--- src/rtl/rs232_frame_rx.sv ---
// rs232_frame_rx
// ----------------------------------------------------------------------------
// Front end of the RS-232 command path. It synchronises the raw RX pin,
// deserialises 8N1 bytes, and parses fixed 8-byte command frames:
//   STX(0x02) CMD D0 D1 D2 D3 RSV(0x00) ETX(0x03)
// Each accepted frame produces a one-cycle cmd_valid strobe. Each malformed
// frame produces a one-cycle frame_err strobe and is dropped.
//
// Parameters
//   CLK_DIV      clk cycles per bit (>= 4)
//   TIMEOUT_CYC  max idle clk cycles between bytes inside a frame
//
// Ports
//   clk          system clock
//   rst          synchronous, active-high reset
//   rx           raw asynchronous serial input, idle high
//   cmd_valid    one-cycle strobe, frame accepted
//   cmd_write    CMD[7]; 1 = write, 0 = read (held until next cmd_valid)
//   cmd_addr     CMD[6:0], word address        (held until next cmd_valid)
//   cmd_wdata    {D0,D1,D2,D3}, D0 is the MSB  (held until next cmd_valid)
//   frame_err    one-cycle strobe, frame rejected
//   byte_valid   one-cycle strobe per correctly framed byte (debug)
//   byte_data    last correctly framed byte
// ----------------------------------------------------------------------------
module rs232_frame_rx #(
    parameter int CLK_DIV     = 434,
    parameter int TIMEOUT_CYC = 8680
) (
    input  logic        clk,
    input  logic        rst,
    input  logic        rx,
    output logic        cmd_valid,
    output logic        cmd_write,
    output logic [6:0]  cmd_addr,
    output logic [31:0] cmd_wdata,
    output logic        frame_err,
    output logic        byte_valid,
    output logic [7:0]  byte_data
);

    localparam int CW = $clog2(CLK_DIV);
    localparam int TW = $clog2(TIMEOUT_CYC + 1);

    localparam logic [CW-1:0] CNT_ZERO  = {CW{1'b0}};
    localparam logic [CW-1:0] CNT_ONE   = CW'(1);
    localparam logic [CW-1:0] CNT_HALF  = CW'(CLK_DIV / 2 - 1);
    localparam logic [CW-1:0] CNT_FULL  = CW'(CLK_DIV - 1);
    localparam logic [TW-1:0] IDLE_ZERO = {TW{1'b0}};
    localparam logic [TW-1:0] IDLE_ONE  = TW'(1);
    localparam logic [TW-1:0] IDLE_LAST = TW'(TIMEOUT_CYC - 1);

    typedef enum logic [1:0] {
        B_IDLE  = 2'd0,
        B_START = 2'd1,
        B_DATA  = 2'd2,
        B_STOP  = 2'd3
    } bit_state_t;

    typedef enum logic [2:0] {
        F_WAIT_STX = 3'd0,
        F_CMD      = 3'd1,
        F_D0       = 3'd2,
        F_D1       = 3'd3,
        F_D2       = 3'd4,
        F_D3       = 3'd5,
        F_RSV      = 3'd6,
        F_ETX      = 3'd7
    } frame_state_t;

    // Synchroniser
    logic sync1_q;
    logic rx_s_q;

    // Bit receiver
    bit_state_t    bit_state_q;
    logic [CW-1:0] cnt_q;
    logic [2:0]    bit_idx_q;
    logic [7:0]    shift_q;
    logic          stop_wait_q;
    logic          byte_valid_q;
    logic [7:0]    byte_data_q;
    logic          byte_ferr_q;

    // Frame parser
    frame_state_t  frame_state_q;
    logic [TW-1:0] idle_q;
    logic [7:0]    cmd_byte_q;
    logic [31:0]   stage_q;
    logic          cmd_valid_q;
    logic          cmd_write_q;
    logic [6:0]    cmd_addr_q;
    logic [31:0]   cmd_wdata_q;
    logic          frame_err_q;

    // Combinational helpers
    logic bit_tick_d;
    logic frame_open_d;

    assign bit_tick_d   = (cnt_q == CNT_ZERO);
    assign frame_open_d = (frame_state_q != F_WAIT_STX);

    // Two-flop synchroniser on the raw pin; preset to the idle level
    always_ff @(posedge clk) begin
        if (rst) begin
            sync1_q <= 1'b1;
            rx_s_q  <= 1'b1;
        end else begin
            sync1_q <= rx;
            rx_s_q  <= sync1_q;
        end
    end

    // Bit receiver: start-bit qualification, mid-bit sampling, stop-bit check
    always_ff @(posedge clk) begin
        if (rst) begin
            bit_state_q  <= B_IDLE;
            cnt_q        <= CNT_ZERO;
            bit_idx_q    <= 3'd0;
            shift_q      <= 8'h00;
            stop_wait_q  <= 1'b0;
            byte_valid_q <= 1'b0;
            byte_data_q  <= 8'h00;
            byte_ferr_q  <= 1'b0;
        end else begin
            byte_valid_q <= 1'b0;
            byte_ferr_q  <= 1'b0;
            case (bit_state_q)
                B_IDLE: begin
                    if (!rx_s_q) begin
                        // Half a bit from the edge lands in the middle of the start bit
                        cnt_q       <= CNT_HALF;
                        bit_state_q <= B_START;
                    end
                end
                B_START: begin
                    if (bit_tick_d) begin
                        if (rx_s_q) begin
                            // Line back high mid start bit: treat as a glitch
                            bit_state_q <= B_IDLE;
                        end else begin
                            cnt_q       <= CNT_FULL;
                            bit_idx_q   <= 3'd0;
                            bit_state_q <= B_DATA;
                        end
                    end else begin
                        cnt_q <= cnt_q - CNT_ONE;
                    end
                end
                B_DATA: begin
                    if (bit_tick_d) begin
                        shift_q <= {rx_s_q, shift_q[7:1]};
                        cnt_q   <= CNT_FULL;
                        if (bit_idx_q == 3'd7) begin
                            bit_state_q <= B_STOP;
                        end else begin
                            bit_idx_q <= bit_idx_q + 3'd1;
                        end
                    end else begin
                        cnt_q <= cnt_q - CNT_ONE;
                    end
                end
                B_STOP: begin
                    if (stop_wait_q) begin
                        // After a framing error, only a high line may start a new search
                        if (rx_s_q) begin
                            stop_wait_q <= 1'b0;
                            bit_state_q <= B_IDLE;
                        end
                    end else if (bit_tick_d) begin
                        if (rx_s_q) begin
                            byte_data_q  <= shift_q;
                            byte_valid_q <= 1'b1;
                            bit_state_q  <= B_IDLE;
                        end else begin
                            byte_ferr_q <= 1'b1;
                            stop_wait_q <= 1'b1;
                        end
                    end else begin
                        cnt_q <= cnt_q - CNT_ONE;
                    end
                end
                default: begin
                    bit_state_q <= B_IDLE;
                end
            endcase
        end
    end

    // Frame parser: walks the 8-byte frame, checks RSV/ETX, abandons stalled frames
    always_ff @(posedge clk) begin
        if (rst) begin
            frame_state_q <= F_WAIT_STX;
            idle_q        <= IDLE_ZERO;
            cmd_byte_q    <= 8'h00;
            stage_q       <= 32'h0000_0000;
            cmd_valid_q   <= 1'b0;
            cmd_write_q   <= 1'b0;
            cmd_addr_q    <= 7'h00;
            cmd_wdata_q   <= 32'h0000_0000;
            frame_err_q   <= 1'b0;
        end else begin
            cmd_valid_q <= 1'b0;
            frame_err_q <= 1'b0;
            if (frame_open_d && byte_ferr_q) begin
                frame_err_q   <= 1'b1;
                frame_state_q <= F_WAIT_STX;
                idle_q        <= IDLE_ZERO;
            end else if (byte_valid_q) begin
                idle_q <= IDLE_ZERO;
                case (frame_state_q)
                    F_WAIT_STX: begin
                        if (byte_data_q == 8'h02) begin
                            frame_state_q <= F_CMD;
                        end
                    end
                    F_CMD: begin
                        cmd_byte_q    <= byte_data_q;
                        frame_state_q <= F_D0;
                    end
                    F_D0: begin
                        stage_q       <= {stage_q[23:0], byte_data_q};
                        frame_state_q <= F_D1;
                    end
                    F_D1: begin
                        stage_q       <= {stage_q[23:0], byte_data_q};
                        frame_state_q <= F_D2;
                    end
                    F_D2: begin
                        stage_q       <= {stage_q[23:0], byte_data_q};
                        frame_state_q <= F_D3;
                    end
                    F_D3: begin
                        stage_q       <= {stage_q[23:0], byte_data_q};
                        frame_state_q <= F_RSV;
                    end
                    F_RSV: begin
                        if (byte_data_q == 8'h00) begin
                            frame_state_q <= F_ETX;
                        end else begin
                            frame_err_q   <= 1'b1;
                            frame_state_q <= F_WAIT_STX;
                        end
                    end
                    F_ETX: begin
                        if (byte_data_q == 8'h03) begin
                            cmd_valid_q <= 1'b1;
                            cmd_write_q <= cmd_byte_q[7];
                            cmd_addr_q  <= cmd_byte_q[6:0];
                            cmd_wdata_q <= stage_q;
                        end else begin
                            frame_err_q <= 1'b1;
                        end
                        frame_state_q <= F_WAIT_STX;
                    end
                    default: begin
                        frame_state_q <= F_WAIT_STX;
                    end
                endcase
            end else if (frame_open_d) begin
                // Inter-byte gap inside a frame; give up once it gets too long
                if (idle_q == IDLE_LAST) begin
                    frame_err_q   <= 1'b1;
                    frame_state_q <= F_WAIT_STX;
                    idle_q        <= IDLE_ZERO;
                end else begin
                    idle_q <= idle_q + IDLE_ONE;
                end
            end else begin
                idle_q <= IDLE_ZERO;
            end
        end
    end

    assign cmd_valid  = cmd_valid_q;
    assign cmd_write  = cmd_write_q;
    assign cmd_addr   = cmd_addr_q;
    assign cmd_wdata  = cmd_wdata_q;
    assign frame_err  = frame_err_q;
    assign byte_valid = byte_valid_q;
    assign byte_data  = byte_data_q;

endmodule

--- config.mk ---
export PLATFORM = sky130hd
export DESIGN_NAME = rs232_frame_rx
export DESIGN_NICKNAME = d
export VERILOG_FILES = /design/src/rtl/rs232_frame_rx.sv
export SDC_FILE = /design/constraint.sdc
export NUM_CORES = 1
export LEC_CHECK = 0
export BUFFER_PORTS_ARGS = -buffer_cell sky130_fd_sc_hd__buf_2
export CAP_MARGIN = 20
export CORE_MARGIN = 10
export CORE_UTILIZATION = 35
export CTS_CLUSTER_SIZE = 10
export DETAILED_ROUTE_END_ITERATION = 12
export GPL_TIMING_DRIVEN = 0
export PLACE_DENSITY = 0.53
export SETUP_SLACK_MARGIN = 0.4
export SLEW_MARGIN = 40
export SYNTH_ARGS = -nofsm -noshare
export SYNTH_HDL_FRONTEND = slang
export SYNTH_SLANG_ARGS = --single-unit
--- constraint.sdc ---
create_clock -name clk -period 3.4 [get_ports clk]
set_clock_uncertainty 0.15 [all_clocks]
set_input_delay 1.02 -clock clk [delete_from_list [all_inputs] [get_ports clk]]
set_output_delay 1.02 -clock clk [all_outputs]
set_load 0.05 [all_outputs]
## Yosys cells after proc, flatten, opt, wreduce, memory -nomap -nowiden

Cells that the tools add are included.
Widths: inputs -> output; s select.

| cells by class | value |
|---|---|
| $add $sub $neg | 3 |
| equal/unequal tests | 25 |
| reductions and logical operators | 24 |
| multiplexer cells | 39 |
| bitwise logic cells | 7 |

Operators with widths:

| kind | count |
|---|---|
| $mux 9 | 6 |
| $pmux 9 s4 | 1 |
| $mux 3 | 9 |
| $pmux 3 s8 | 1 |
| $eq 8x2->1 const B | 2 |
| $mux 2 | 8 |
| $ne 2x2->1 const B | 8 |
| $eq 3x3->1 const B | 5 |
| $add 14x1->14 const B | 1 |
| $eq 14x14->1 const B | 1 |
| $reduce_and 4->1 | 3 |
| $reduce_or 4->1 | 3 |
| $mux 1 | 11 |
| $reduce_and 5->1 | 2 |
| $logic_not 9->1 | 1 |
| $ne 3x3->1 const B | 3 |
| $reduce_and 3->1 | 3 |
| $sub 9x1->9 const B | 1 |
| $logic_not 8->1 | 1 |
| $pmux 2 s4 | 1 |
| $not 1->1 | 7 |
| $eq 3x2->1 const B | 2 |
| $pmux 3 s2 | 1 |
| $reduce_bool 2->1 | 3 |
| other kinds (13) | 14 |

| storage, ports and cells | value |
|---|---|
| output and inout port bits | 51 |
| bits of input ports | 3 |
| bits in registers | 134 |
| logic and storage cells | 117 |

## Depth between registers and ports, before layout

| depth | value |
|---|---|
| depth after elaboration | 5 |
| depth in mapped cells | 8 |
| depth with buffers taken out | 7 |

## Least setup slack after synthesis

OpenSTA, ideal clock, no wires.

| path | value |
|---|---|
| kind | reg-to-reg |
| start point | register byte_data_q[7], in the netlist byte_data[7] |
| end point | register frame_state_q[2] |
| arrival | 1.991 ns |
| path slack | 1.137 ns |
| period minus slack after synthesis | 2.263 ns |
| setup time | 0.121 ns |
| buffers on the path | 0 |
| required time | 3.129 ns |
| cell stages (with the launch flop) | 6 |
| cells stage by stage | dfxtp_1 > or4_4 > or4b_1 > o21ai_0 > a21oi_1 > mux2i_1 |

| on the way | value |
|---|---|
| longest elaborated chain between the ends | 4 |
| elaborated cells between the ends (all ways) | 7 |
| those cells by class | eq/ne: 2; mux: 3; reduce/logical: 2 |

RTL lines:

| item | line | text |
|---|---|---|
| from (decl) | 81 | `logic [7:0] byte_data_q;` |
| from (signal assigned) | 171 | `byte_data_q <= shift_q;` |
| $logic_not 8->1 | 237 | `if (byte_data_q == 8'h00) begin` |
| $mux 3 | 237 |  |
| $pmux 3 s8 | 210 | `case (frame_state_q)` |
| $mux 3 | 208 | `end else if (byte_valid_q) begin` |
| to (signal assigned) | 213 | `frame_state_q <= F_CMD;` |
| to (signal assigned) | 238 | `frame_state_q <= F_ETX;` |
| to (signal assigned) | 241 | `frame_state_q <= F_WAIT_STX;` |
| to (decl) | 85 | `frame_state_t frame_state_q;` |

Parallel ways exist; a longest one is shown, timed or not.
A chain may end at the register's enable or synchronous reset.

## Worst setup path after layout

| path | value |
|---|---|
| start point | input port rst |
| end point | register cmd_wdata_q[4], in the netlist cmd_wdata[4] |

RTL lines:

| item | line | text |
|---|---|---|
| from (decl) | 30 | `input logic rst,` |
| to (signal assigned) | 249 | `cmd_wdata_q <= stage_q;` |
| to (decl) | 92 | `logic [31:0] cmd_wdata_q;` |

No word-level cell between the ends.

==> results_dict.tcl <==
set metrics [dict create \
    track_usage 0.1326 \
    power.density_nw_per_um2 586.9 \
    p_comb_frac 0.092 \
    cts_setup_buffers 0 \
    final_antenna_net_count 0 \
    clock_latency_ns 0.42 \
    multi_input_area_um2 2576 \
    p_int_mw 2.943 \
    status "completed" \
    core_area_um2 15310 \
    cp.required_ns 3.52 \
    antenna_found_initial 0 \
    max-slew-margin-rel 0.4873 \
    setup_tns_ns 0 \
    p_sw_mw 0.9494 \
    wl_per_cell_um 14.66 \
    synth_cells 671 \
    use_met3 0.03726 \
    yosysTopAreaCellShare 0.4884 \
    post_drt_via_cell_ratio 4.950 \
    cp-end-kind "flip-flop" \
    finalSetupViolCount 0 \
    clkSinkCount 134 \
    rsz0062_at_grt "no" \
    die_h_um 145.3 \
    p_clk_frac 0.493 \
    ys_ff_latch 134 \
    dieArea_um2 21100 \
    drtIter0Drc 252 \
    synth-edff-count 0 \
    met1_usage 0.1723 \
    dominantRegCellSynth "dfxtp_1" \
    first_pass_iters 6 \
    drcViolationCount 0 \
    fin_crit_sh 0.7639 \
    yosysWarnings 0 \
    critPathKind "primary input to flip-flop" \
    h-tree-depth 4 \
    p_sw_frac 0.2439 \
    synth.distinct_cells 51 \
    maxCapViolations 0 \
    nFillCells 1579 \
    peakVddDrop_mv 0.3650 \
    io_pins 54 \
    diodes 0 \
    fmax_mhz 385.0 \
    seqPwrFrac 0.415 \
    post_cts_resized 0 \
    netlist_area_um2 5493 \
    yosys.area.top_type "dfxtp_1" \
    ys_top_cells_by_area "dfxtp_1, nand2_1, a21oi_1" \
    grt_pass1_vias 4550 \
    crit_fanout 10 \
    routed_wl_um 14160 \
    hold_buffers 0 \
    finalWeightedCongestion 0.8788 \
    syn_to_final_growth_pct 20.75 \
    slew_violations 0 \
    hold_path.class "flip-flop to flip-flop" \
    arrival_ns 2.71 \
    finalHoldViolCount 0 \
    worst-slew-pin-transition_ns 0.7691 \
    top_usage_layer "met2" \
    dp_hpwl_um 10130 \
    port_buffers 53 \
    numCtsBuffers 17 \
    synth.avg_cell_area_um2 8.186 \
    period_needed_ns 2.597 \
    initial_utilization 0.3587 \
    async_reset_ff_frac 0 \
    rows 45 \
    grt_pass1_wl_um 23230 \
    p_leak_nw 2.505 \
    die_w_um 145.3 \
    cts_tree "yes" \
    use_met2 0.2043 \
    final_layout_size_suffix_gt1_frac 0.1391 \
    cts.reportedPaths.clkPinSlew_ns 0.05 \
    fin_util 0.4331 \
    vias 4782 \
    seqCellArea_um2 2683 \
    worst_setup_path_start_kind "primary input" \
    grt_max_degree 17 \
    synth_nets 686 \
    finalNetCount 758 \
    clock-root-buffer "clkbuf_16" \
    clockBufferDepth 2 \
    seq_area_frac_synth 0.4884 \
    grt-ovfl-total 0 \
]
## stage by stage
stage | hold slack [ns] | power [mW] | setup slack, ns | area, um^2 | cells
finish | 0.2624 | 3.892 | 0.8028 | 6633 | 966
global route | 0.2851 | 4.033 | 0.6018 | 6633 | 966
CTS | 0.2672 | 3.920 | 0.7335 | 6633 | 966
detailed placement | 0.2547 | 2.001 | 0.3007 | 6022 | 935
global placement | 0.2481 | 1.997 | 0.3668 | 6022 | 935
floorplan | 0.2395 | 1.918 | 1.137 | 5493 | 671
## final cells by class
class / count / share of cell area
multi-input cells: 481 / 0.3884
well taps: 211 / 0.03980
flip-flops and latches: 134 / 0.4045
plain buffers: 45 / 0.02905
clock buffers: 20 / 0.06584
inverters: 11 / 0.006225
repair buffers: 53 / 0.03999
clock inverters: 11 / 0.02622
## synthesized netlist by cell type, drive strengths merged, types with 2 or more instances
cell type  instances
nand2            166
dfxtp            134
a21oi             99
nor2              54
clkbuf            31
mux2i             22
nand3             19
o21ai             17
buf               14
nor3              14
ha                12
inv               11
xor2               7
and3               6
a211oi             5
nor2b              5
or4                5
xnor2              5
and2               4
nand3b             3
nor4b              3
o21a               3
o31ai              3
or2                3
or3                3
a21o               2
nand2b             2
nand4              2
nand4b             2
nor3b              2
o22ai              2
## cells by family (layout without fill, tap and decap cells)
| family | Yosys count | count (layout) | share of synthesized area |
|---|---|---|---|
| XOR/XNOR | 12 | 12 | 0.01913 |
| adder cells (fa/ha/maj) | 12 | 12 | 0.02733 |
| flip-flops | 134 | 134 | 0.4884 |
| buffers and inverters | 56 | 140 | 0.04260 |
| multiplexers | 22 | 22 | 0.04009 |
| AO/OA/AOI/OAI | 138 | 138 | 0.1433 |
| AND/OR/NAND/NOR | 297 | 297 | 0.2392 |
## per-layer routing
layer / routed length, um / vias to the layer above
met5: 0 / -
met4: 201 / 0
met3: 631 / 17
met2: 6507 / 92
met1: 6824 / 2268
li1: - / 2405
## placed cells by master, fill, tap and decap left out, types with 3 or more instances in the layout
cell and n:
a211oi_1 3, a21oi_1 99, and2_1 4, and3_1 6, buf_1 3, buf_2 62, bufinv_16 4, clkbuf_1 33
clkbuf_16 17, clkinvlp_4 3, dfxtp_1 134, ha_1 12, inv_1 11, mux2i_1 22, nand2_1 166, nand3_1 19
nand3b_1 3, nor2_1 54, nor2b_1 5, nor3_1 14, nor4b_1 3, o21a_1 3, o21ai_0 16, o31ai_1 3
or2_2 3, or4_1 4, xnor2_1 5, xor2_1 7
## registers in the layout, indices dropped and copies added, names as in the netlist, 3 cells and up, named ones only
signal	cells
cmd_addr	7
shift_q	8
byte_data	8
bit_idx_q	3
idle_q	14
cmd_byte_q	8
cnt_q	9
stage_q	32
cmd_wdata	32
frame_state_q	3
## power groups by stage
stage               logic, mW  clock network [mW]  registers (mW)
global placement        0.352                   0            1.65
global route            0.401                2.02            1.62
CTS                     0.358                1.95            1.61
detailed placement      0.354                   0            1.65
finish                  0.359                1.92            1.61
floorplan               0.277                   0            1.64
## critical path: stages
cell	delay, ns
buf_2	0.10
clkbuf_1	0.55
clkbuf_1	0.44
clkbuf_1	0.50
a21oi_1	0.09
## worst paths after layout
kind	slack [ns]	to	startpoint	cells past startpoint
min	0.26	rx_s_q$_SDFF_PP1_	sync1_q$_SDFF_PP1_	1
min reg2reg	0.26	rx_s_q$_SDFF_PP1_	sync1_q$_SDFF_PP1_	1
max	0.80	cmd_wdata[4]$_SDFFE_PP0P_	rst	5
max reg2reg	0.91	byte_data[5]$_SDFFE_PP0P_	cnt_q[0]$_SDFFE_PP0P_	8
No activity file was read; power rests on OpenSTA's default activity.
